**src/rtl/ram_pair_sweep_pkg.sv**
```systemverilog
// Shared types for the two-RAM read/compute/write-back sweep.
// Op codes and the sweep controller states.
package ram_pair_sweep_pkg;

  typedef enum logic [1:0] {
    OP_ADD     = 2'd0,
    OP_SUB     = 2'd1,
    OP_MAX     = 2'd2,
    OP_ABSDIFF = 2'd3
  } op_e;

  typedef enum logic [1:0] {
    S_IDLE  = 2'd0,
    S_RUN   = 2'd1,
    S_FLUSH = 2'd2,
    S_DONE  = 2'd3
  } state_e;

endpackage

```
**src/rtl/ram_pair_sweep_alu.sv**
```systemverilog
// Combinational per-channel operator for the RAM pair sweep.
// Unsigned a/b; ADD/SUB optionally saturate, MAX/ABSDIFF never overflow.
module sweep_alu
  import ram_pair_sweep_pkg::*;
#(
  parameter int DATA_W = 8
) (
  input  logic [DATA_W-1:0] a,
  input  logic [DATA_W-1:0] b,
  input  op_e               op,
  input  logic              sat,
  output logic [DATA_W-1:0] y
);

  logic [DATA_W:0] sum;
  logic [DATA_W:0] dif;

  assign sum = {1'b0, a} + {1'b0, b};
  assign dif = {1'b0, a} - {1'b0, b};

  // sum/dif MSB is the carry / borrow out
  always_comb begin
    y = '0;
    unique case (op)
      OP_ADD:
        y = (sat && sum[DATA_W]) ? '1 : sum[DATA_W-1:0];
      OP_SUB:
        y = (sat && dif[DATA_W]) ? '0 : dif[DATA_W-1:0];
      OP_MAX:
        y = (a > b) ? a : b;
      OP_ABSDIFF:
        y = dif[DATA_W] ? (b - a) : dif[DATA_W-1:0];
      default:
        y = '0;
    endcase
  end

endmodule

```
**src/rtl/ram_pair_sweep.sv**
```systemverilog
// Streams an address range out of two RAMs, applies one op per RAM,
// and writes the results back two cycles later through the write ports.
module ram_pair_sweep
  import ram_pair_sweep_pkg::*;
#(
  parameter int DATA_W = 8,
  parameter int ADDR_W = 9
) (
  input  logic              CLOCK_50_I,
  input  logic              resetn,
  input  logic              start,
  input  logic [ADDR_W-1:0] base_addr,
  input  logic [ADDR_W:0]   length,
  input  logic [1:0]        op0,
  input  logic [1:0]        op1,
  input  logic              sat,
  output logic              busy,
  output logic              done,
  output logic [ADDR_W-1:0] ram_rd_addr,
  input  logic [DATA_W-1:0] ram_rd_data0,
  input  logic [DATA_W-1:0] ram_rd_data1,
  output logic [ADDR_W-1:0] ram_wr_addr,
  output logic [DATA_W-1:0] ram_wr_data0,
  output logic [DATA_W-1:0] ram_wr_data1,
  output logic              ram_wr_en
);

  state_e            state;
  state_e            state_n;
  logic [ADDR_W:0]   rem;
  op_e               op0_q;
  op_e               op1_q;
  logic              sat_q;
  logic              v1;
  logic              v2;
  logic [ADDR_W-1:0] a2;
  logic              launch;
  logic              issue;
  logic [DATA_W-1:0] y0;
  logic [DATA_W-1:0] y1;

  assign launch = (state == S_IDLE) && start;
  assign issue  = (state == S_RUN) && (rem != '0);

  // v1 is cleared on FLUSH entry; its last word drains on the exit edge
  always_comb begin
    state_n = state;
    unique case (state)
      S_IDLE:
        if (start)
          state_n = (length == '0) ? S_DONE : S_RUN;
      S_RUN:
        if (rem == '0) state_n = S_FLUSH;
      S_FLUSH:
        if (!v1) state_n = S_DONE;
      S_DONE:
        state_n = S_IDLE;
      default:
        state_n = S_IDLE;
    endcase
  end

  always_ff @(posedge CLOCK_50_I or negedge resetn) begin
    if (!resetn) begin
      state       <= S_IDLE;
      busy        <= 1'b0;
      done        <= 1'b0;
      rem         <= '0;
      ram_rd_addr <= '0;
      op0_q       <= OP_ADD;
      op1_q       <= OP_ADD;
      sat_q       <= 1'b0;
    end else begin
      state <= state_n;
      busy  <= (state_n != S_IDLE);
      done  <= (state == S_DONE);
      if (launch) begin
        op0_q       <= op_e'(op0);
        op1_q       <= op_e'(op1);
        sat_q       <= sat;
        ram_rd_addr <= base_addr;
        rem         <= (length == '0) ? '0 : length - 1'b1;
      end else if (issue) begin
        ram_rd_addr <= ram_rd_addr + 1'b1;
        rem         <= rem - 1'b1;
      end
    end
  end

  sweep_alu #(.DATA_W(DATA_W)) u_alu0 (
    .a   (ram_rd_data0),
    .b   (ram_rd_data1),
    .op  (op0_q),
    .sat (sat_q),
    .y   (y0)
  );

  sweep_alu #(.DATA_W(DATA_W)) u_alu1 (
    .a   (ram_rd_data0),
    .b   (ram_rd_data1),
    .op  (op1_q),
    .sat (sat_q),
    .y   (y1)
  );

  always_ff @(posedge CLOCK_50_I or negedge resetn) begin
    if (!resetn) begin
      v1           <= 1'b0;
      v2           <= 1'b0;
      a2           <= '0;
      ram_wr_en    <= 1'b0;
      ram_wr_addr  <= '0;
      ram_wr_data0 <= '0;
      ram_wr_data1 <= '0;
    end else begin
      v1        <= (launch && (length != '0)) || issue;
      v2        <= v1;
      a2        <= ram_rd_addr;
      ram_wr_en <= v2;
      if (v2) begin
        ram_wr_addr  <= a2;
        ram_wr_data0 <= y0;
        ram_wr_data1 <= y1;
      end
    end
  end

endmodule

```
**config.mk**
```make
export PLATFORM = sky130hd
export DESIGN_NAME = ram_pair_sweep
export DESIGN_NICKNAME = d
export VERILOG_FILES = /design/src/rtl/ram_pair_sweep_pkg.sv /design/src/rtl/ram_pair_sweep_alu.sv /design/src/rtl/ram_pair_sweep.sv
export SDC_FILE = /design/constraint.sdc
export NUM_CORES = 1
export LEC_CHECK = 0
export ABC_CLOCK_PERIOD_IN_PS = 3500
export CELL_PAD_IN_SITES_DETAIL_PLACEMENT = 1
export CELL_PAD_IN_SITES_GLOBAL_PLACEMENT = 1
export CORE_ASPECT_RATIO = 0.9
export CORE_MARGIN = 2
export CORE_UTILIZATION = 30
export DETAILED_ROUTE_END_ITERATION = 8
export MAX_ROUTING_LAYER = met4
export PLACE_DENSITY_LB_ADDON = 0.1
export SETUP_SLACK_MARGIN = 0.1
export SYNTH_ARGS = -nofsm -noshare
export SYNTH_HDL_FRONTEND = slang
export SYNTH_SLANG_ARGS = --single-unit
```
**constraint.sdc**
```tcl
create_clock -name CLOCK_50_I -period 3.5 [get_ports CLOCK_50_I]
set_input_delay 0.525 -clock CLOCK_50_I [delete_from_list [all_inputs] [get_ports CLOCK_50_I]]
set_output_delay 0.525 -clock CLOCK_50_I [all_outputs]
set_load 0.02 [all_outputs]
```
==> impl_metrics.yaml, run 1 <==
synthesis:
  synthTopCellsByArea: "dfrtp_1 (36%), ha_1 (7.2%), nor2_1 (4.2%)"
  synth_seq_cells: 65
  async_reset_ff_frac: 1.00
  synth_edf_count: 0
  synth.distinct_cells: 64
  yosysSeqAreaShare: 0.361
  yosys_warnings: 0
  synth_top_cell_by_area: "dfrtp_1"
  netlist_top_cells_count: "dfrtp_1 (65), nor2_1 (51), nand2_1 (50)"
  netlist_area_um2: 4510
  synth_ff_type: "dfrtp_1"
  syn_area_per_cell_um2: 8.82
  synth_top_area_frac: 0.361
  syn_inst: 511
  synth.most_common_cell: "dfrtp_1"
  syn_nets: 583
clock_network:
  clockRootBuffer: "clkbuf_16"
  insertion_delay_ps: 320
  cts_hold_buf: 0
  cts_resized: 0
  cts_setup_buffers: 0
  clk_pin_slew_ps: 60
  cts_num_sinks: 65
  cts_tree: "yes"
  cts-buffers-inserted: 9
  cts_buffer_depth: 2
  cts-htree-levels: 3
critical_path:
  crit_start: "ram_rd_data1[0]"
  cp.arrival_ps: 3300
  cp-start-kind: "input port"
  cp_slowest_cell: "clkdlybuf4s50_1"
  path_delay_family: "compound AO/OA/AOI/OAI gates"
  critPathMaxFanout: 6
  r2r-end: "rem[3]"
  worst-path-buf-inv: 2
  endpoint_kind: "flip-flop"
  path_class: "in2reg"
  r2r_start: "rem[2]"
  cp.required_ps: 3690
  cp_cell_sequence: "clkdlybuf4s50_1 -> ha_1 -> inv_1 -> fa_1 -> a211oi_1 -> nor3_1 -> nand2b_1 -> a21oi_1 -> o2bb2ai_1 -> o21ai_0 -> a211oi_1"
  reg2reg_setup_slack_ps: 980
  critical_path.max_stage_delay_ps: 530
  crit_top_cell: "a211oi_1"
  r2r_cells: 6
grt:
  grt_pass1_wl_um: 23700
  grt_max_degree: 45
  grt_usage: 0.193
  antenna_found_initial: 0
  grt_pass1_vias: 4593
  grt_overflow: 0
placed_design:
  port-buffer-count: 79
  place_congestion: 0.830
  dpl.hpwl_um: 11300
outcome:
  status: "completed"
route:
  routed_via_density: 5.27
  routed-via-count: 4239
  drc: 0
  drt_iter0_markers: 232
  ant_nets: 0
  dr.pass1.iters: 4
  wl_per_cell_um: 18.1
  wl_um: 14600
run:
  drv_cap: 0
sta:
  timing.final.crit_share: 0.886
  rsz0062_at_grt: "false"
  clock.fmax_ghz: 0.322
  tightestPinTransition_ps: 1050
  layout_min_cycle_time_ps: 3100
  hold_ws_ps: 382
  drv_slew: 0
  finalHoldViolCount: 0
  tns_ps: 0
  skew_ps: 4.75
  setup_viol: 0
  slew_headroom: 0.299
pwr:
  p_per_area_nw_per_um2: 793
  vdd_drop_max_uv: 388
  leakage_nw: 2.53
worst_hold_path:
  hold_path_class: "reg2reg"
  hold_depth: 0
  holdPathEnd: "v2"
  hold_start: "v1"
die:
  die_y_um: 120
  dieWidth_um: 133
  start_util: 0.306
  core_um2: 14700
  rows: 42
  dieArea_um2: 16000
  io_pins: 80
final_layout:
  num-fill-cells: 1697
  nets: 674
  area_growth_pct: 31.8
  fin_util: 0.404
  drive_above_1_share: 0.104
  num_antenna_cells: 0
[power breakdown]
group | switching, W | internal [W]
Sequential | 0.000376 | 0.00112
Clock | 0.000333 | 0.000553
Combinational | 0.00127 | 0.00107
Total | 0.00198 | 0.00274
[worst max-delay path by stage]
stage                            endpoint  slack, ps  depth (start not counted)
final                     ram_wr_data1[5]        400                         11
after global routing      ram_wr_data1[5]        130                         11
after CTS                 ram_wr_data0[5]        360                         11
after detailed placement  ram_wr_data0[5]         20                         11
after global placement    ram_wr_data0[5]        120                         12
after floorplan           ram_wr_data0[5]        720                         11
[through the flow]
step / worst slack [ps] / power (W) / area [µm²] / instances
2_1_floorplan: 719 / 0.00283 / 4510 / 511
3_3_place_gp: 118 / 0.00380 / 5640 / 789
3_5_place_dp: 22.1 / 0.00385 / 5640 / 789
4_1_cts: 361 / 0.00477 / 5940 / 805
5_1_grt: 130 / 0.00506 / 5940 / 805
6_report: 397 / 0.00472 / 5940 / 805
[logic make-up after synthesis]
kind of cell	Yosys count	synth area share
AND/OR/NAND/NOR	161	0.164
XOR/XNOR	27	0.0524
flip-flops	65	0.361
AO/OA/AOI/OAI	154	0.248
multiplexers	17	0.0402
adder cells (fa/ha/maj)	29	0.0855
buffers and inverters	58	0.0494
[cell usage in the layout, fill, tap and decap left out, drive strengths merged, types with 14 or more instances in the layout]
master,instances
ha,26
nand2b,14
o22ai,16
a21oi,31
xor2,18
inv,36
dfrtp,65
nand2,50
buf,25
o21ai,25
clkdlybuf4s50,78
nor2,51
[routing by layer]
| layer | GRT usage | wire, µm | vias to the layer above |
|---|---|---|---|
| met5 | - | 0 | - |
| met1 | 0.245 | 6710 | 2106 |
| li1 | - | - | 2022 |
| met3 | 0.0348 | 688 | 17 |
| met4 | 0.0632 | 256 | 0 |
| met2 | 0.315 | 6900 | 94 |
[sequential cells by signal, summed over array words and instances (netlist names)]
| name | flops |
|---|---|
| op1_q | 2 |
| ram_wr_data0 | 8 |
| ram_wr_en | 1 |
| rem | 10 |
| sat_q | 1 |
| v1 | 1 |
| op0_q | 2 |
| ram_wr_addr | 9 |
| a2 | 9 |
| state | 2 |
| v2 | 1 |
| done | 1 |
| ram_wr_data1 | 8 |
| busy | 1 |
| ram_rd_addr | 9 |
[worst reg2reg max path, delay by kind of cell, from the launching register on]
family	cells	cell delay, ps
AO/OA/AOI/OAI	2	490
flip-flops	1	450
AND/OR/NAND/NOR	4	1460
[layout make-up]
class                      instances  area [µm²]  share of cell area
clock inverter                     6        67.6              0.0114
multi-input combinational        388        2660               0.448
sequential                        65        1630               0.274
timing repair buffer             103         978               0.165
clock buffer                      10         229              0.0385
tap                              198         248              0.0417
inverter                          35         131              0.0221
Note: power is estimated with default switching activity, not from simulation.
==> run 2: changes to the inputs <==
--- a/config.mk
+++ b/config.mk
@@ -18,3 +18,4 @@
 export SYNTH_ARGS = -nofsm -noshare
 export SYNTH_HDL_FRONTEND = slang
 export SYNTH_SLANG_ARGS = --single-unit
+export TNS_END_PERCENT = 10
==> results of run 2 <==
Final layout, timing and power as in run 1 (identical DEF).
==> run 3: changes to the inputs <==
--- a/config.mk
+++ b/config.mk
@@ -13,7 +13,7 @@
 export CORE_UTILIZATION = 30
 export DETAILED_ROUTE_END_ITERATION = 8
 export MAX_ROUTING_LAYER = met4
-export PLACE_DENSITY_LB_ADDON = 0.1
+export PLACE_DENSITY = 0.62
 export SETUP_SLACK_MARGIN = 0.1
 export SYNTH_ARGS = -nofsm -noshare
 export SYNTH_HDL_FRONTEND = slang
==> impl_metrics.yaml, run 3 (synthesis gave the netlist of run 1 again) <==
outcome:
  status: "completed"
clock_network:
  insertion_delay_ps: 330
  cts_tree: "yes"
  cts-htree-levels: 3
  cts_buffer_depth: 2
  clockRootBuffer: "clkbuf_16"
  clk_pin_slew_ps: 60
  cts_resized: 0
  cts_setup_buffers: 0
  cts_num_sinks: 65
  cts_hold_buf: 0
  cts-buffers-inserted: 9
final_layout:
  final_common_cell: "clkdlybuf4s50_1"
  area_growth_pct: 31.8
  largest-register: "rem"
  drive_above_1_share: 0.110
  mostFrequentLayoutCells: "clkdlybuf4s50_1 (78), dfrtp_1 (65), nor2_1 (51)"
  largest_reg_flops: 10
  num_antenna_cells: 0
  num-fill-cells: 1731
  nets: 678
critical_path:
  cp_slowest_cell: "clkdlybuf4s50_1"
  cp_cell_sequence: "clkdlybuf4s50_1 -> ha_1 -> inv_1 -> fa_1 -> a211oi_1 -> nor3_1 -> nand2b_1 -> a21oi_1 -> o211a_1 -> o221a_2 -> o22ai_1"
  r2r_cells: 6
  endpoint_kind: "flip-flop"
  critical_path.max_stage_delay_ps: 550
  r2r-end: "rem[6]"
  critPathMaxFanout: 5
  path_class: "in2reg"
  cp.arrival_ps: 3370
  cp.required_ps: 3690
  r2r_start: "rem[2]"
  reg2reg_setup_slack_ps: 1020
  cp-start-kind: "input port"
die:
  dieWidth_um: 133
  start_util: 0.306
  core_um2: 14700
  rows: 42
  io_pins: 80
  die_y_um: 120
  dieArea_um2: 16000
grt:
  grt_pass1_wl_um: 23900
  grt_overflow: 0
  grt_pass1_vias: 4567
  antenna_found_initial: 0
  grt_max_degree: 45
  grt_usage: 0.192
route:
  drt_iter0_markers: 214
  routed-via-count: 4236
  wl_um: 14300
  dr.pass1.iters: 4
  wl_per_cell_um: 17.7
  ant_nets: 0
  drc: 0
  routed_via_density: 5.24
run:
  drv_cap: 0
sta:
  tightestPinTransition_ps: 727
  slew_headroom: 0.515
  finalWorstSetupSlack_ps: 323
  timing.final.crit_share: 0.908
  rsz0062_at_grt: "false"
  drv_slew: 0
  tns_ps: 0
  skew_ps: 6.03
  layout_min_cycle_time_ps: 3180
  clock.fmax_ghz: 0.315
  finalHoldViolCount: 0
  setup_viol: 0
placed_design:
  port-buffer-count: 79
  place_congestion: 0.859
  dpl.hpwl_um: 11000
  post-place-ws_ps: 67.9
pwr:
  vdd_drop_max_uv: 339
  p_per_area_nw_per_um2: 788
  leakage_nw: 2.54
worst_hold_path:
  hold_path_class: "in2async"
## run 3: changes by cell type in the layout (fill, tap and decap cells not counted)
cell and change:
a21oi_1 +1, a21oi_2 -1, buf_12 -1, buf_4 +5
bufinv_16 -1, clkbuf_1 -1, clkbuf_8 +1, clkinv_2 +1
## run 3: final cells by class
class	count	area (µm²)	share of cell area
multi-input combinational	388	2660	0.448
timing repair buffer	107	996	0.168
inverter	35	131	0.0221
sequential	65	1630	0.274
clock buffer	10	239	0.0402
clock inverter	6	42.5	0.00716
tap	198	248	0.0417
## run 3: how the worst max path moves through the flow
stage                    start  slack, ps               to
2_1_floorplan  ram_rd_data0[0]        720  ram_wr_data0[5]
3_3_place_gp   ram_rd_data0[2]        180  ram_wr_data0[5]
3_5_place_dp   ram_rd_data1[0]         70  ram_wr_data0[5]
4_1_cts        ram_rd_data1[0]        400  ram_wr_data0[5]
5_1_grt        ram_rd_data0[4]        150  ram_wr_data0[5]
6_report       ram_rd_data1[0]        320  ram_wr_data0[5]
## run 3: worst max-delay path: cells and delay by family
kind | cells | cell delay (ps)
simple gates | 2 | 400
compound gates | 5 | 1240
buf+inv | 2 | 600
fa+ha+maj | 2 | 590
## run 3: metal layers
layer  GRT usage  up-vias  share of wire
met5           -        -              0
met2       0.304      109           0.47
met3      0.0352       20          0.046
li1            -     2039              -
met1       0.253     2068           0.47
met4      0.0545        0          0.016
## run 3: where the power goes
group / switching [W] / total (W) / internal, W / leakage [nW]
clock network: 0.000335 / 0.000834 / 0.000499 / 0.135
registers: 0.000372 / 0.00149 / 0.00112 / 0.763
logic: 0.00127 / 0.00236 / 0.00109 / 1.64
## run 3: through the flow
stage / cell area (µm²) / power, W / hold WS [ps] / util / std cells
after floorplan: 4510 / 0.00283 / 229 / - / 511
after global placement: 5660 / 0.00380 / 378 / 0.385 / 793
after detailed placement: 5660 / 0.00385 / 375 / 0.385 / 793
after CTS: 5940 / 0.00472 / 171 / 0.404 / 809
after global routing: 5940 / 0.00503 / 190 / 0.404 / 809
final: 5940 / 0.00468 / 167 / 0.404 / 809
